**src/rtl/fft_pingpong_ctrl.sv**
```systemverilog
// Ping-pong bank steering and FFT core sequencer with run-time transform length,
// dropped-frame (overrun) detection and an end-of-frame pulse.
module fft_pingpong_ctrl #(
   parameter int MAX_LOG2N   = 10,
   parameter int MIN_LOG2N   = 3,
   parameter int SCLR_CYCLES = 2
) (
   input  logic                 clock,
   input  logic                 reset_n,
   input  logic                 strobe,
   input  logic [3:0]           log2n,
   input  logic                 clear_overrun,
   input  logic                 e_done_fft_core,
   input  logic                 dv_fft_core,
   output logic                 sclr_fft_core,
   output logic                 nfft_we_fft_core,
   output logic [4:0]           nfft_fft_core,
   output logic                 scale_sch_we_fft_core,
   output logic                 start_fft_core,
   output logic                 unload_fft_core,
   output logic                 wr_en_ram_0,
   output logic                 wr_en_ram_1,
   output logic                 sel_ram,
   output logic [MAX_LOG2N-1:0] addr_ram_0,
   output logic [MAX_LOG2N-1:0] addr_ram_1,
   output logic                 frame_done,
   output logic                 overrun
);

   localparam int AW = MAX_LOG2N;
   localparam int CW = MAX_LOG2N + 1;
   localparam int SW = (SCLR_CYCLES > 1) ? $clog2(SCLR_CYCLES) : 1;
   localparam logic [3:0]    MIN_LEN   = 4'(MIN_LOG2N);
   localparam logic [3:0]    MAX_LEN   = 4'(MAX_LOG2N);
   localparam logic [SW-1:0] SCLR_LAST = SW'(SCLR_CYCLES - 1);

   typedef enum logic [2:0] {
      ST_IDLE, ST_CLEAR, ST_CONFIG, ST_START, ST_LOAD, ST_WAIT, ST_UNLOAD, ST_OUTPUT
   } state_t;

   function automatic logic [AW-1:0] frame_last(input logic [3:0] len);
      logic [CW-1:0] span;
      span = CW'(1) << len;
      return AW'(span - CW'(1));
   endfunction

   function automatic logic [3:0] clamp_len(input logic [3:0] len);
      logic [3:0] res;
      res = len;
      if (len < MIN_LEN) res = MIN_LEN;
      if (len > MAX_LEN) res = MAX_LEN;
      return res;
   endfunction

   state_t          state_q, state_d;
   logic [SW-1:0]   sclr_cnt_q, sclr_cnt_d;
   logic [AW-1:0]   wr_addr_q, wr_addr_d;
   logic [AW-1:0]   rd_addr_q, rd_addr_d;
   logic [AW-1:0]   dv_cnt_q, dv_cnt_d;
   logic [3:0]      wr_len_q, wr_len_d;
   logic [3:0]      fft_len_q, fft_len_d;
   logic            sel_ram_q, sel_ram_d;
   logic            overrun_q, overrun_d;
   logic            sclr_q, sclr_d;
   logic            nfft_we_q, nfft_we_d;
   logic            start_q, start_d;
   logic            unload_q, unload_d;
   logic [4:0]      nfft_q, nfft_d;

   logic [AW-1:0]   wr_last;
   logic [AW-1:0]   fft_last;
   logic            frame_full;
   logic            last_dv;
   logic            fft_free;
   logic            handoff;
   logic            drop;

   always_comb begin
      state_d    = state_q;
      sclr_cnt_d = sclr_cnt_q;
      wr_addr_d  = wr_addr_q;
      rd_addr_d  = rd_addr_q;
      dv_cnt_d   = dv_cnt_q;
      wr_len_d   = wr_len_q;
      fft_len_d  = fft_len_q;
      sel_ram_d  = sel_ram_q;
      overrun_d  = overrun_q;
      frame_done = 1'b0;

      wr_last    = frame_last(wr_len_q);
      fft_last   = frame_last(fft_len_q);
      frame_full = strobe && (wr_addr_q == wr_last);
      last_dv    = (state_q == ST_OUTPUT) && dv_fft_core && (dv_cnt_q == fft_last);
      // A transform finishing in the same cycle still frees the core for the new frame
      fft_free   = (state_q == ST_IDLE) || last_dv;
      handoff    = frame_full && fft_free;
      drop       = frame_full && !fft_free;

      if (strobe) begin
         if (wr_addr_q == '0) wr_len_d = clamp_len(log2n);
         wr_addr_d = frame_full ? '0 : wr_addr_q + 1'b1;
      end

      case (state_q)
         ST_CLEAR: begin
            if (sclr_cnt_q == SCLR_LAST) state_d = ST_CONFIG;
            else sclr_cnt_d = sclr_cnt_q + 1'b1;
         end
         ST_CONFIG: begin
            state_d   = ST_START;
            rd_addr_d = '0;
         end
         ST_START: state_d = ST_LOAD;
         ST_LOAD: begin
            if (rd_addr_q == fft_last) state_d = ST_WAIT;
            else rd_addr_d = rd_addr_q + 1'b1;
         end
         ST_WAIT: begin
            if (e_done_fft_core) state_d = ST_UNLOAD;
         end
         ST_UNLOAD: begin
            dv_cnt_d = '0;
            state_d  = ST_OUTPUT;
         end
         ST_OUTPUT: begin
            if (last_dv) begin
               frame_done = 1'b1;
               state_d    = ST_IDLE;
            end else if (dv_fft_core) begin
               dv_cnt_d = dv_cnt_q + 1'b1;
            end
         end
         default: state_d = state_q;
      endcase

      if (handoff) begin
         sel_ram_d  = ~sel_ram_q;
         fft_len_d  = wr_len_q;
         state_d    = ST_CLEAR;
         sclr_cnt_d = '0;
      end

      // A drop in the same cycle as a clear request keeps the flag set
      if (drop) overrun_d = 1'b1;
      else if (clear_overrun) overrun_d = 1'b0;

      sclr_d    = (state_d == ST_CLEAR);
      nfft_we_d = (state_d == ST_CONFIG);
      start_d   = (state_d == ST_START);
      unload_d  = (state_d == ST_UNLOAD);
      nfft_d    = (state_d == ST_CONFIG) ? {1'b0, fft_len_q} : nfft_q;
   end

   always_ff @(posedge clock or negedge reset_n) begin
      if (!reset_n) begin
         state_q    <= ST_IDLE;
         sclr_cnt_q <= '0;
         wr_addr_q  <= '0;
         rd_addr_q  <= '0;
         dv_cnt_q   <= '0;
         wr_len_q   <= MIN_LEN;
         fft_len_q  <= MIN_LEN;
         sel_ram_q  <= 1'b0;
         overrun_q  <= 1'b0;
         sclr_q     <= 1'b0;
         nfft_we_q  <= 1'b0;
         start_q    <= 1'b0;
         unload_q   <= 1'b0;
         nfft_q     <= 5'(MIN_LOG2N);
      end else begin
         state_q    <= state_d;
         sclr_cnt_q <= sclr_cnt_d;
         wr_addr_q  <= wr_addr_d;
         rd_addr_q  <= rd_addr_d;
         dv_cnt_q   <= dv_cnt_d;
         wr_len_q   <= wr_len_d;
         fft_len_q  <= fft_len_d;
         sel_ram_q  <= sel_ram_d;
         overrun_q  <= overrun_d;
         sclr_q     <= sclr_d;
         nfft_we_q  <= nfft_we_d;
         start_q    <= start_d;
         unload_q   <= unload_d;
         nfft_q     <= nfft_d;
      end
   end

   assign sclr_fft_core         = sclr_q;
   assign nfft_we_fft_core      = nfft_we_q;
   assign scale_sch_we_fft_core = nfft_we_q;
   assign nfft_fft_core         = nfft_q;
   assign start_fft_core        = start_q;
   assign unload_fft_core       = unload_q;
   assign sel_ram               = sel_ram_q;
   assign overrun               = overrun_q;
   assign wr_en_ram_0           = strobe & ~sel_ram_q;
   assign wr_en_ram_1           = strobe & sel_ram_q;
   assign addr_ram_0            = sel_ram_q ? rd_addr_q : wr_addr_q;
   assign addr_ram_1            = sel_ram_q ? wr_addr_q : rd_addr_q;

endmodule
```
**config.mk**
```make
export PLATFORM = sky130hd
export DESIGN_NAME = fft_pingpong_ctrl
export DESIGN_NICKNAME = d
export VERILOG_FILES = /design/src/rtl/fft_pingpong_ctrl.sv
export SDC_FILE = /design/constraint.sdc
export NUM_CORES = 1
export LEC_CHECK = 0
export CORE_UTILIZATION = 30
export DETAILED_ROUTE_END_ITERATION = 10
export PLACE_DENSITY = 0.5
export REMOVE_ABC_BUFFERS = 1
export SLEW_MARGIN = 25
export SYNTH_ARGS = -nofsm -noshare
export SYNTH_HDL_FRONTEND = slang
export SYNTH_SLANG_ARGS = --single-unit
```
**constraint.sdc**
```tcl
create_clock -name clock -period 4.4 [get_ports clock]
set_clock_uncertainty 0.15 [all_clocks]
set_input_delay 0.44 -clock clock [delete_from_list [all_inputs] [get_ports clock]]
set_output_delay 0.44 -clock clock [all_outputs]
set_load 0.01 [all_outputs]
```
==> summary.md <==
| Metric | Value |
|---|---|
| Die area | `13100 um^2` |
| Io pins | `45` |
| Initial antenna violation count | `0` |
| Post-synthesis cell count | `427` |
| Dpl cells | `600` |
| Root Driver | `clkbuf_16` |
| Slew Viols, Final | `0` |
| Drt wl/cell | `16.3 um` |
| Post-synthesis async set-or-reset flop share | `100%` |
| Distinct cells, synth | `73` |
| Clk buf depth | `2` |
| Total track usage | `16.2%` |
| Total number of vias | `3225` |
| CP Launch Point | `fft_len_q[1]` |
| Clock Power Share | `17.0%` |
| Placer Congestion | `0.808` |
| Seq/Total Area, Yosys | `34.6%` |
| H-tree depth | `2` |
| Sw power | `1050 uW` |
| Sequential power share | `36.2%` |
| Critical Path End Type | `output port` |
| Fmax | `253 MHz` |
| Max Cap Viol | `0` |
| Worst reg-to-reg path cell count | `10` |
| Vias in the first global route | `3168` |
| Tcrit/Tclk final | `89.9%` |
| CTS clk-pin slew, worst paths | `70 ps` |
| Switching share of power | `43.8%` |
| Slew HR | `37.6%` |
| Top-count cell post-synth | `dfrtp_1` |
| Arrival time worst endpoint | `3370 ps` |
| Worst setup SP type | `flop` |
| Internal power | `1350 uW` |
| Post-synth EDFFs | `0` |
| CTS tree | `yes` |
| Non-Filler Instances | `608` |
| Cell Pwr Density | `547 nW/um^2` |
| Wire length of the first global-routing pass | `16700 um` |
| Reg2Reg Setup Slack | `630 ps` |
| Largest net degree at the start of global routing | `53` |
| RR Startpoint | `fft_len_q[1]` |
| Total grt overflow | `0` |
| Share of cells above drive strength 1 | `14.5%` |
| Least-Margin Pin Slew | `936 ps` |
| Top cells by area, synth | `dfrtp_1 30%, mux2_2 6.0%, dfstp_2 4.2%` |
| Synth area leader | `dfrtp_1` |
| Peak VDD IR | `0.206 mV` |
| Post-place setup slack | `575 ps` |
| Crit Path Category | `reg -> out` |
| Final min period | `3960 ps` |
| Initial Util | `31.1%` |
| CP endpoint | `frame_done` |
| Die width | `114 um` |
| Final nets | `455` |
| Synthesized cell area | `3780 um^2` |
| Share of Yosys cell area claimed by the top area cell type | `30.4%` |
| Final setup fails | `0` |
| Critical path required time | `3810 ps` |
| Comb power frac | `46.8%` |
| Status | `completed` |
| Antenna-violating nets left | `0` |
| DRT Pass-1 Iters | `4` |
| Seq cells post-synth | `52` |
| Pleak | `0.00178 uW` |
| Syn-to-layout area delta | `16.4%` |
| Mean Syn Cell Area | `8.86 um^2` |
| # diodes | `0` |
| 1st-iter DRT viols | `227` |
| Setup ws final | `442 ps` |
| Hold WC Path Type | `in -> async` |
| Ys Warns | `0` |
| Worst R2R End | `rd_addr_q[6]` |
| Worst-Skew Late Latency | `290 ps` |
| Drt drc | `0` |
| Top cells by count, synth | `46 x dfrtp_1, 31 x nand2_1, 29 x clkbuf_1` |
| Final hold violation count | `0` |
| Max FO, Critical Path | `17` |
| Std-Cell Rows | `40` |
| Final core occ | `36.2%` |
| Final WL | `9890 um` |
| Core area | `12200 um^2` |
| CTS Buf Count | `5` |
| Port bufs | `43` |
| RSZ-0062 raised after global routing | `false` |
| Die Y-Extent | `114 um` |
| DR vias/cell | `5.30` |
| Predominant post-synthesis flop cell | `dfrtp_1` |
| Final HPWL DP | `6950 um` |
| CTS sink count | `52` |
| Setup TNS | `0 ps` |
| Setup repair bufs after CTS | `0` |
[logic make-up (layout without fill, tap and decap cells)]
family / after synthesis / in the layout / share of synthesized area, %
adder cells (fa/ha/maj): 6 / 6 / 1.98
XOR/XNOR: 26 / 26 / 6.02
AND/OR/NAND/NOR: 144 / 144 / 20.6
other: 1 / 1 / 0.0991
flip-flops: 52 / 52 / 34.6
AO/OA/AOI/OAI: 114 / 114 / 21.7
buffers and inverters: 59 / 72 / 7.21
multiplexers: 25 / 25 / 7.80
[per-stage QoR]
step	cell area [um^2]	total power (uW)	hold slack, ps
3_3_place_gp	4250	1990	348
2_1_floorplan	3570	1570	-5.59
3_5_place_dp	4250	2000	351
5_1_grt	4400	2610	182
4_1_cts	4400	2420	150
6_report	4400	2410	118
[critical path: stages, from the launching register on]
cell             delay, ps
dfstp_2                710
nor2_1                 190
nand3_1                130
ha_2                   320
inv_1                   90
a221oi_1               440
o21a_1                 250
o2111ai_4              160
nor3_1                 210
clkdlybuf4s50_1        560
[per-layer routing]
metal / vias to the layer above / global-route usage [%] / wire length (um)
li1: 1590 / - / -
met1: 1546 / 22.8 / 4870
met2: 77 / 25.1 / 4440
met3: 12 / 3.28 / 453
met4: 0 / 4.42 / 124
met5: - / 0 / 0
[placed cells by master (no fill, tap or decap), types with 5 or more instances in the layout]
master,instances
ha_1,5
and2_1,5
o211ai_1,6
clkdlybuf4s50_1,42
nor2_1,23
or4_1,7
dfstp_2,6
clkbuf_16,5
and3_1,6
o21ai_0,23
xor2_1,15
nand3_1,17
a31oi_1,6
nand2b_1,5
or3_1,9
buf_4,5
dfrtp_1,46
xnor2_1,11
mux2_2,20
nor3_1,10
a21oi_1,19
o31ai_1,8
inv_1,16
nand4_1,9
nand2_1,31
[registers in the layout, indices dropped and copies added (netlist names)]
signal	count
wr_len_q	4
start_fft_core	1
dv_cnt_q	10
unload_fft_core	1
sclr_cnt_q	1
sel_ram	1
nfft_fft_core	4
state_q	3
nfft_we_fft_core	1
wr_addr_q	10
overrun	1
sclr_fft_core	1
rd_addr_q	10
fft_len_q	4
[power groups by stage]
stage | logic (uW) | registers (uW) | clock network, uW
after floorplan | 783 | 784 | 0
after global placement | 1110 | 877 | 0
after detailed placement | 1120 | 878 | 0
after CTS | 1130 | 868 | 426
after global routing | 1260 | 905 | 445
final | 1130 | 871 | 411
[how the worst min path moves through the flow]
stage / to / startpoint / depth (start not counted)
finish: dv_cnt_q[3] / reset_n / 2
global route: dv_cnt_q[3] / reset_n / 2
CTS: dv_cnt_q[3] / reset_n / 2
detailed placement: nfft_fft_core[3] / nfft_fft_core[3] / 1
global placement: nfft_fft_core[3] / nfft_fft_core[3] / 1
floorplan: dv_cnt_q[0] / reset_n / 0
[cell type report]
type,instances,area (um^2)
Multi-Input combinational cell,316,2210
Clock inverter,1,7.51
Inverter,16,60.1
Tap cell,168,210
Fill cell,1253,7760
Sequential cell,52,1310
Timing Repair Buffer,48,463
Clock buffer,7,143
[timing repair]
action / CTS / global route
hold buffers: 0 / 0
setup endpoints to repair: 0 / 1
gates resized for setup: 0 / 1
(Power assumes the default switching activity.)
